$ cat src/rtl/fl_arbiter.sv
// Round-robin arbiter sharing one free-list allocator between NUM_REQ requesters.
// Alloc: request sampled in cycle N, gnt/fail in N+2; frees ack same cycle, blocked only before ISSUE.
package mem_pkg;
  localparam int ADDR_W = 8;
endpackage

module fl_arbiter #(
  parameter int NUM_REQ = 4,
  parameter int ADDR_W  = mem_pkg::ADDR_W
) (
  input  logic                      clk,
  input  logic                      rst_n,
  input  logic [NUM_REQ-1:0]        alloc_req_i,
  output logic [NUM_REQ-1:0]        alloc_gnt_o,
  output logic [NUM_REQ-1:0]        alloc_fail_o,
  output logic [ADDR_W-1:0]         alloc_block_idx_o,
  input  logic [NUM_REQ-1:0]        free_req_i,
  input  logic [NUM_REQ*ADDR_W-1:0] free_block_idx_i,
  output logic [NUM_REQ-1:0]        free_ack_o,
  output logic                      fl_alloc_req_o,
  input  logic                      fl_alloc_gnt_i,
  input  logic [ADDR_W-1:0]         fl_alloc_block_idx_i,
  output logic                      fl_free_req_o,
  output logic [ADDR_W-1:0]         fl_free_block_idx_o
);

  localparam int PTR_W = (NUM_REQ > 1) ? $clog2(NUM_REQ) : 1;

  localparam logic [1:0] S_IDLE  = 2'd0;
  localparam logic [1:0] S_ISSUE = 2'd1;
  localparam logic [1:0] S_WAIT  = 2'd2;

  logic [1:0]        state_q, state_d;
  logic [PTR_W-1:0]  alloc_ptr_q, alloc_ptr_d;
  logic [PTR_W-1:0]  free_ptr_q, free_ptr_d;
  logic [PTR_W-1:0]  owner_q, owner_d;
  logic              fl_alloc_req_q, fl_alloc_req_d;
  logic              fl_free_req_q, fl_free_req_d;
  logic [ADDR_W-1:0] fl_free_idx_q, fl_free_idx_d;
  logic [PTR_W-1:0]  alloc_win;
  logic [PTR_W-1:0]  free_win;
  logic              free_slot;

  // First set bit at or after ptr, wrapping around.
  function automatic logic [PTR_W-1:0] rr_pick(input logic [NUM_REQ-1:0] req,
                                               input logic [PTR_W-1:0]   ptr);
    logic [PTR_W-1:0] win;
    logic             found;
    int               idx;
    win   = ptr;
    found = 1'b0;
    for (int k = 0; k < NUM_REQ; k++) begin
      idx = (int'(ptr) + k) % NUM_REQ;
      if (!found && req[idx]) begin
        found = 1'b1;
        win   = PTR_W'(idx);
      end
    end
    return win;
  endfunction

  function automatic logic [PTR_W-1:0] ptr_inc(input logic [PTR_W-1:0] p);
    return (p == PTR_W'(NUM_REQ - 1)) ? '0 : p + 1'b1;
  endfunction

  always_comb begin
    state_d        = state_q;
    alloc_ptr_d    = alloc_ptr_q;
    free_ptr_d     = free_ptr_q;
    owner_d        = owner_q;
    fl_alloc_req_d = 1'b0;
    fl_free_req_d  = 1'b0;
    fl_free_idx_d  = fl_free_idx_q;
    free_ack_o     = '0;
    alloc_win      = rr_pick(alloc_req_i, alloc_ptr_q);
    free_win       = rr_pick(free_req_i, free_ptr_q);

    case (state_q)
      S_IDLE: begin
        if (|alloc_req_i) begin
          state_d        = S_ISSUE;
          owner_d        = alloc_win;
          fl_alloc_req_d = 1'b1;
          alloc_ptr_d    = ptr_inc(alloc_win);
        end
      end
      S_ISSUE: state_d = S_WAIT;
      S_WAIT:  state_d = S_IDLE;
      default: state_d = S_IDLE;
    endcase

    // A free issued now would collide with the alloc request fl sees next cycle.
    free_slot = (state_d != S_ISSUE);
    if (free_slot && (|free_req_i)) begin
      free_ack_o[free_win] = 1'b1;
      fl_free_req_d        = 1'b1;
      fl_free_idx_d        = free_block_idx_i[free_win*ADDR_W +: ADDR_W];
      free_ptr_d           = ptr_inc(free_win);
    end
  end

  always_comb begin
    alloc_gnt_o       = '0;
    alloc_fail_o      = '0;
    alloc_block_idx_o = '0;
    if (state_q == S_WAIT) begin
      alloc_gnt_o[owner_q]  = fl_alloc_gnt_i;
      alloc_fail_o[owner_q] = !fl_alloc_gnt_i;
      alloc_block_idx_o     = fl_alloc_block_idx_i;
    end
  end

  always_ff @(posedge clk or negedge rst_n) begin
    if (!rst_n) begin
      state_q        <= S_IDLE;
      alloc_ptr_q    <= '0;
      free_ptr_q     <= '0;
      owner_q        <= '0;
      fl_alloc_req_q <= 1'b0;
      fl_free_req_q  <= 1'b0;
      fl_free_idx_q  <= '0;
    end else begin
      state_q        <= state_d;
      alloc_ptr_q    <= alloc_ptr_d;
      free_ptr_q     <= free_ptr_d;
      owner_q        <= owner_d;
      fl_alloc_req_q <= fl_alloc_req_d;
      fl_free_req_q  <= fl_free_req_d;
      fl_free_idx_q  <= fl_free_idx_d;
    end
  end

  assign fl_alloc_req_o      = fl_alloc_req_q;
  assign fl_free_req_o       = fl_free_req_q;
  assign fl_free_block_idx_o = fl_free_idx_q;

endmodule

$ cat config.mk
export PLATFORM = sky130hd
export DESIGN_NAME = fl_arbiter
export DESIGN_NICKNAME = d
export VERILOG_FILES = /design/src/rtl/fl_arbiter.sv
export SDC_FILE = /design/constraint.sdc
export NUM_CORES = 1
export LEC_CHECK = 0
export CAP_MARGIN = 20
export CORE_ASPECT_RATIO = 1.75
export CORE_MARGIN = 1.5
export CORE_UTILIZATION = 39
export DETAILED_ROUTE_END_ITERATION = 10
export PLACE_DENSITY = 0.86
export REMOVE_ABC_BUFFERS = 1
export SYNTH_ARGS = -nofsm -noshare
export SYNTH_HDL_FRONTEND = slang
export SYNTH_SLANG_ARGS = --single-unit
$ cat constraint.sdc
create_clock -name clk -period 5.7 [get_ports clk]
set_clock_uncertainty 0.05 [all_clocks]
set_input_delay 1.71 -clock clk [delete_from_list [all_inputs] [get_ports clk]]
set_output_delay 1.71 -clock clk [all_outputs]
set_load 0.05 [all_outputs]
==> summary.md, run 1 <==
| Metric | Value |
|---|---|
| Worst path max stage delay | `0.54 ns` |
| Unique cell type count in the Yosys netlist | `36` |
| CP Depth | `7` |
| Final Hold Viols | `0` |
| Flop2flop setup slack | `3.84 ns` |
| Residual DRC | `0` |
| Ant diodes | `0` |
| Number of port buffers | `80` |
| Clk root buf | `clkbuf_8` |
| Seq pwr share | `22.6%` |
| Delay-heaviest family, CP | `simple AND/OR/NAND/NOR gates` |
| Worst EP arrival | `3.64 ns` |
| Drt via density | `5.10` |
| First-pass GRT wire length | `5.55 mm` |
| Initial antenna violation count | `0` |
| YS warnings | `0` |
| Tot Pwr | `1.15 mW` |
| Logic pwr share | `70.1%` |
| Cell internal pwr | `0.577 mW` |
| CP Launch Point | `alloc_req_i[1]` |
| Vias after detailed routing | `1361` |
| Largest net degree at the start of global routing | `19` |
| Kind of critical path | `in2out` |
| Fin crit share | `94.7%` |
| Cell count after synthesis | `142` |
| Max-cap violations | `0` |
| H-tree depth | `1` |
| Hold Crit Start | `fl_free_block_idx_o[7]` |
| Die Y | `80.4 um` |
| Peak Freq | `0.185 GHz` |
| Post-synth top cells | `nor2_1 (19), dfrtp_1 (18), mux2i_1 (16), and2_1 (10)` |
| Core area | `0.00333 mm2` |
| Cts hold-fix bufs | `0` |
| Critical Path RT | `3.94 ns` |
| Clock power share | `7.3%` |
| Final Routed Wirelength | `3.70 mm` |
| Top post-synthesis cells by area | `dfrtp_1 (34%), mux2i_1 (12%), a221oi_2 (9.0%), nor2_1 (5.3%), and2_1 (4.7%)` |
| Layout cell share with drive strength beyond 1 | `11.7%` |
| Setup violations, final | `0` |
| DIE AREA | `0.00380 mm2` |
| I/O Pins | `81` |
| GPL Wtd Cong | `0.805` |
| Vias in the first global route | `1264` |
| Clk buf depth | `2` |
| CP cell instances | `clkdlybuf4s50_1, nor4_4, nor3_4, a21oi_4, nor2b_2, nor2b_1, buf_12` |
| Worst-path clk slew | `0.06 ns` |
| Buf/Inv on CP | `2` |
| CTS Sinks | `18` |
| Count leader, synth | `nor2_1` |
| Worst r2r src | `free_ptr_q[1]` |
| Routed Antenna Nets | `0` |
| Top FF cell, synth | `dfrtp_1` |
| Fin util | `67.8%` |
| FILL cells | `265` |
| Iter 0 DRT Violations | `34` |
| Final Critical Period | `5.40 ns` |
| GRT Resource Usage Total | `19.9%` |
| Clock buffer count from CTS | `3` |
| #FFs+latches synth | `18` |
| Setup Buffers After CTS | `0` |
| Max rail drop VDD | `291 uV` |
| Switching share of power | `50.0%` |
| Setup TNS Final | `0 ns` |
| Leakage | `0.904 nW` |
| Power Density | `512 mW/mm2` |
| Reg2reg end | `fl_free_block_idx_o[6]` |
| Initial core utilization | `40.2%` |
| GRT overflow | `0` |
| DR WL/cell | `13.9 um` |
| Die W | `47.3 um` |
| CTS tree | `done` |
| Post_cts resized | `0` |
| RSZ-0062 raised after global routing | `false` |
| Worst min path class | `reg2reg` |
| Status | `completed` |
| Mapped Area | `0.00134 mm2` |
| Multi-input logic area | `822 um2` |
| Area leader, netlist | `dfrtp_1` |
| Critical Path End Type | `output port` |
| Number of synthesized flops with an enable pin | `0` |
| P&R area growth vs syn | `68.8%` |
| Max-slew violations | `0` |
| CP startpoint kind | `primary input` |
| Async SR Flop Fraction | `100%` |
| Worst-Margin Slew | `0.774 ns` |
| Rows | `28` |
| WHS Path Cells | `2` |
| Sequential share of the synthesized area | `33.7%` |
| Reg area | `450 um2` |
| Fin nets | `275` |
| Max_slew headroom | `48.3%` |
| R2R cell count | `6` |
| Syn avg cell area | `9.41 um2` |
| Crit path to | `free_ack_o[0]` |
| Crit Path Max Fanout | `9` |
| Hpwl dp | `3.11 mm` |
| Psw | `0.577 mW` |
| Critical Path Slowest Stage Cell | `clkdlybuf4s50_1` |
| TritonRoute pass-1 iters | `4` |
| Clock latency on the worst-skew pair | `0.25 ns` |
| Post-synth top area share | `33.7%` |
placed cells by master (no fill, tap or decap), types with 6 or more instances in the layout:
master | netlist | final
clkdlybuf4s50_1 | 0 | 76
nor3_1 | 7 | 7
nand2_1 | 6 | 6
a21oi_1 | 7 | 7
o21ai_0 | 8 | 8
and2_1 | 10 | 10
nor2b_1 | 6 | 6
a221oi_2 | 8 | 8
mux2i_1 | 16 | 16
dfrtp_1 | 18 | 18
nor2_1 | 19 | 19
flip-flops by register name, indices dropped and copies added (netlist names), named ones only:
name,count
fl_free_block_idx_o,8
fl_free_req_o,1
fl_alloc_req_o,1
owner_q,2
alloc_ptr_q,1
free_ptr_q,2
state_q,2
cell type report:
cell class	count	area share (%)
flip-flops and latches	18	20.0
repair buffers	84	38.6
clock buffers	3	1.83
well taps	45	2.50
multi-input cells	113	36.4
inverters	4	0.666
worst min path at each step:
stage / end / slack, ns
6_report: fl_free_block_idx_o[7] / 0.53
5_1_grt: fl_free_block_idx_o[4] / 0.55
4_1_cts: fl_free_block_idx_o[7] / 0.54
3_5_place_dp: fl_free_block_idx_o[7] / 0.53
3_3_place_gp: fl_free_block_idx_o[1] / 0.52
2_1_floorplan: flop / 0.48
worst reg2reg max path: cells and delay by family (launching register included):
family / cells / cell delay (ns)
buffers and inverters: 1 / 0.18
and+or+nand+nor: 4 / 0.84
DFF: 1 / 0.42
AOI/OAI and AO/OA: 1 / 0.27
power by group through the flow:
stage	Clock, mW	Sequential (mW)	Combinational, mW
finish	0.0844	0.261	0.809
global route	0.0943	0.271	0.865
CTS	0.0890	0.259	0.818
detailed placement	0	0.261	0.814
global placement	0	0.257	0.808
floorplan	0	0.371	0.414
kinds of logic (layout without fill, tap and decap cells):
logic type / Yosys count / after routing / synth area share, %
and+or+nand+nor: 61 / 61 / 26.4
AOI/OAI and AO/OA: 35 / 35 / 22.5
DFF: 18 / 18 / 33.7
muxes: 16 / 16 / 12.0
buffers and inverters: 11 / 91 / 4.77
xor gates and xnor gates: 1 / 1 / 0.656
through the flow:
| stage | hold slack, ns | area (um2) | setup slack [ns] | std cells |
|---|---|---|---|---|
| 2_1_floorplan | 0.479 | 1290 | 0.276 | 135 |
| 3_3_place_gp | 0.519 | 2210 | 0.333 | 264 |
| 3_5_place_dp | 0.528 | 2210 | 0.311 | 264 |
| 4_1_cts | 0.537 | 2260 | 0.300 | 267 |
| 5_1_grt | 0.553 | 2260 | 0.124 | 267 |
| 6_report | 0.535 | 2260 | 0.303 | 267 |
layer usage:
layer | up-vias | part of all wire, % | GRT usage [%]
li1 | 684 | - | -
met4 | 0 | 0.43 | 5.83
met3 | 2 | 7.7 | 2.70
met5 | - | 0 | 0
met1 | 616 | 37 | 20.4
met2 | 59 | 54 | 38.0
Note: power is estimated with default switching activity, not from simulation.
==> run 2, diff against run 1 <==
--- a/config.mk
+++ b/config.mk
@@ -5,6 +5,7 @@
 export SDC_FILE = /design/constraint.sdc
 export NUM_CORES = 1
 export LEC_CHECK = 0
+export ABC_CLOCK_PERIOD_IN_PS = 5700
 export CAP_MARGIN = 20
 export CORE_ASPECT_RATIO = 1.75
 export CORE_MARGIN = 1.5
@@ -12,6 +13,7 @@
 export DETAILED_ROUTE_END_ITERATION = 10
 export PLACE_DENSITY = 0.86
 export REMOVE_ABC_BUFFERS = 1
+export SKIP_CTS_REPAIR_TIMING = 1
 export SYNTH_ARGS = -nofsm -noshare
 export SYNTH_HDL_FRONTEND = slang
 export SYNTH_SLANG_ARGS = --single-unit
==> results of run 2 <==
The final DEF is identical to that of run 1; final timing and power are the same.
==> run 3, diff against run 2 <==
--- a/config.mk
+++ b/config.mk
@@ -7,13 +7,16 @@
 export LEC_CHECK = 0
 export ABC_CLOCK_PERIOD_IN_PS = 5700
 export CAP_MARGIN = 20
+export CELL_PAD_IN_SITES_DETAIL_PLACEMENT = 1
+export CELL_PAD_IN_SITES_GLOBAL_PLACEMENT = 2
 export CORE_ASPECT_RATIO = 1.75
 export CORE_MARGIN = 1.5
-export CORE_UTILIZATION = 39
+export CORE_UTILIZATION = 22
 export DETAILED_ROUTE_END_ITERATION = 10
-export PLACE_DENSITY = 0.86
+export PLACE_DENSITY = 0.88
 export REMOVE_ABC_BUFFERS = 1
 export SKIP_CTS_REPAIR_TIMING = 1
+export SLEW_MARGIN = 20
 export SYNTH_ARGS = -nofsm -noshare
 export SYNTH_HDL_FRONTEND = slang
 export SYNTH_SLANG_ARGS = --single-unit
==> run 3 against run 2 <==
  * Combinational power is 2% higher
  * Die area is 73% higher
  * Power is 3.4% higher
  * Count of clock-buffer cells in the layout is 1 higher
  * Register-to-register slack better by 0.02 ns
  * Clock power is 21% higher
  * Design area is 3.4% higher
  * Global-route usage is 5.5 points lower
  * Critical path depth is 1 higher
  * Setup slack better by 0.087 ns
  * Flip-flop and latch count stayed put
==> summary.md, run 3 (same netlist as run 1, synthesis figures left out) <==
| Metric | Value |
|---|---|
| Hpwl dp | `3.71 mm (+19%)` |
| Place WS | `0.391 ns (+0.0803 ns)` |
| Core area | `0.00588 mm2 (+77%)` |
| H-tree depth | `1 (unchanged)` |
| Initial antenna violation count | `0 (unchanged)` |
| Reg2reg end | `fl_free_block_idx_o[7]` |
| Crit Path Max Fanout | `15 (+6)` |
| Residual DRC | `0 (unchanged)` |
| Fin util | `39.7% (-28 points)` |
| Critical Path Slowest Stage Cell | `clkdlybuf4s50_1` |
| TritonRoute pass-1 iters | `4 (unchanged)` |
| Vias after detailed routing | `1392 (+2.3%)` |
| Buf/Inv on CP | `3 (+1)` |
| DIE AREA | `0.00657 mm2 (+73%)` |
| GRT overflow | `0 (unchanged)` |
| Clk buf depth | `2 (unchanged)` |
| Rows | `37 (+32%)` |
| Kind of critical path | `in2out` |
| Fin nets | `278 (+1.1%)` |
| I/O Pins | `81 (unchanged)` |
| CTS tree | `done` |
| CP startpoint kind | `primary input` |
| Setup violations, final | `0 (unchanged)` |
| Vias in the first global route | `1446 (+14%)` |
| Worst r2r src | `free_ptr_q[0]` |
| CP cell instances | `clkdlybuf4s50_1, nor4_4, nor3_4, a21oi_4, buf_4, and2_1, and2b_1, buf_12` |
| First-pass GRT wire length | `7.13 mm (+28%)` |
| Flop2flop setup slack | `3.86 ns (+0.02 ns)` |
| Die Y | `106 um (+32%)` |
| Clock latency on the worst-skew pair | `0.25 ns (about the same)` |
| Non-filler cells, final | `304 (+14%)` |
| Number of port buffers | `80 (unchanged)` |
| Critical Path End Type | `output port` |
| DR WL/cell | `14.7 um (+5.8%)` |
| Worst path max stage delay | `0.54 ns (about the same)` |
| Power Density | `511 mW/mm2 (about the same)` |
| Layout cell share with drive strength beyond 1 | `13.3% (+1.6 points)` |
| Max rail drop VDD | `277 uV (-4.9%)` |
| Routed Antenna Nets | `0 (unchanged)` |
| GRT Resource Usage Total | `14.3% (-5.5 points)` |
| Critical Path RT | `3.94 ns (about the same)` |
| Die W | `61.9 um (+31%)` |
| Ant diodes | `0 (unchanged)` |
| Worst-Margin Slew | `0.814 ns (+0.0408 ns)` |
| Hold Crit Start | `fl_free_block_idx_o[1]` |
| Drt via density | `4.58 (-10%)` |
| Peak Freq | `0.188 GHz (+1.6%)` |
| Worst Hold Path EP | `fl_free_block_idx_o[1]` |
| Largest net degree at the start of global routing | `19 (unchanged)` |
| WHS Path Cells | `2 (unchanged)` |
| Delay-heaviest family, CP | `buffers and inverters` |
| Worst hold slack | `0.540 ns (+0.00561 ns)` |
| GPL Wtd Cong | `0.748 (-7.1%)` |
| RSZ-0062 raised after global routing | `false` |
| Max-slew violations | `0 (unchanged)` |
| Worst EP arrival | `3.55 ns (-0.09 ns)` |
| P&R area growth vs syn | `74.6%` |
| Commonest non-fill, non-tap cell in the layout | `clkdlybuf4s50_1` |
| Final Routed Wirelength | `4.46 mm (+20%)` |
| Setup TNS Final | `0 ns (unchanged)` |
| Initial core utilization | `22.7% (-17 points)` |
| Placed Area | `0.00228 mm2 (+2.9%)` |
| Leakage | `0.926 nW (+2.4%)` |
| Clk root buf | `clkbuf_8` |
| Clock buffer count from CTS | `3 (unchanged)` |
| Tot Pwr | `1.19 mW (+3.4%)` |
| Final worst setup slack | `0.389 ns (+0.0868 ns)` |
| R2R cell count | `6 (unchanged)` |
| Post-placement cell count | `300 (+14%)` |
| Most used cells in the layout excluding fill and tap cells | `clkdlybuf4s50_1 (76), nor2_1 (19), dfrtp_1 (18), mux2i_1 (16), and2_1 (10)` |
| Final Hold Viols | `0 (unchanged)` |
| Max-cap violations | `0 (unchanged)` |
| Finished Cell Area | `0.00233 mm2 (+3.4%)` |
| Max_slew headroom | `45.5% (-2.7 points)` |
| Largest register FFs | `8 (unchanged)` |
| Worst min path class | `reg2reg` |
| Worst-path clk slew | `0.07 ns (about the same)` |
| Fin crit share | `93.2% (-1.5 points)` |
| CTS Sinks | `18 (unchanged)` |
| Status | `completed` |
| Final Critical Period | `5.31 ns (-0.0868 ns)` |
| Iter 0 DRT Violations | `51 (+50%)` |
[run 3: cell count changes in the layout (fill, tap and decap cells not counted), sizes merged]
cell and delta:
buf +3, clkbuf +1
[run 3: routing by layer]
layer | part of all wire, % | global-route usage [%] | up-vias
met1 | 37 | 16.0 | 669
met3 | 2.3 | 2.19 | 7
met2 | 59 | 26.6 | 25
met4 | 1.5 | 3.65 | 0
li1 | - | - | 691
met5 | 0 | 0 | -
[run 3: worst max-delay path by stage]
| stage | start | endpoint | slack [ns] | cells past startpoint |
|---|---|---|---|---|
| 6_report | alloc_req_i[0] | free_ack_o[2] | 0.39 | 8 |
| 5_1_grt | alloc_req_i[0] | free_ack_o[2] | 0.28 | 8 |
| 4_1_cts | alloc_req_i[0] | free_ack_o[2] | 0.38 | 8 |
| 3_5_place_dp | alloc_req_i[0] | free_ack_o[2] | 0.39 | 8 |
| 3_3_place_gp | alloc_req_i[0] | free_ack_o[2] | 0.41 | 8 |
| 2_1_floorplan | alloc_req_i[1] | free_ack_o[0] | 0.28 | 5 |
[run 3: tightest hold or removal path: stages, from the launching register on]
cell and delay, ns:
dfrtp_1 0.38, nor2_1 0.13, a221oi_2 0.04
[run 3: final cells by class]
type	instances	area (um2)
multi-input cells	113	822
clock buffers	4	55.1
inverters	4	15.0
fillers	688	3550
repair buffers	87	893
flip-flops and latches	18	450
well taps	78	97.6
[run 3: where the power goes]
part	total [mW]	switching (mW)	leakage, nW	internal, mW
combinational	0.829	0.487	0.691	0.343
sequential	0.261	0.0680	0.207	0.193
clock	0.102	0.0408	0.0288	0.0613
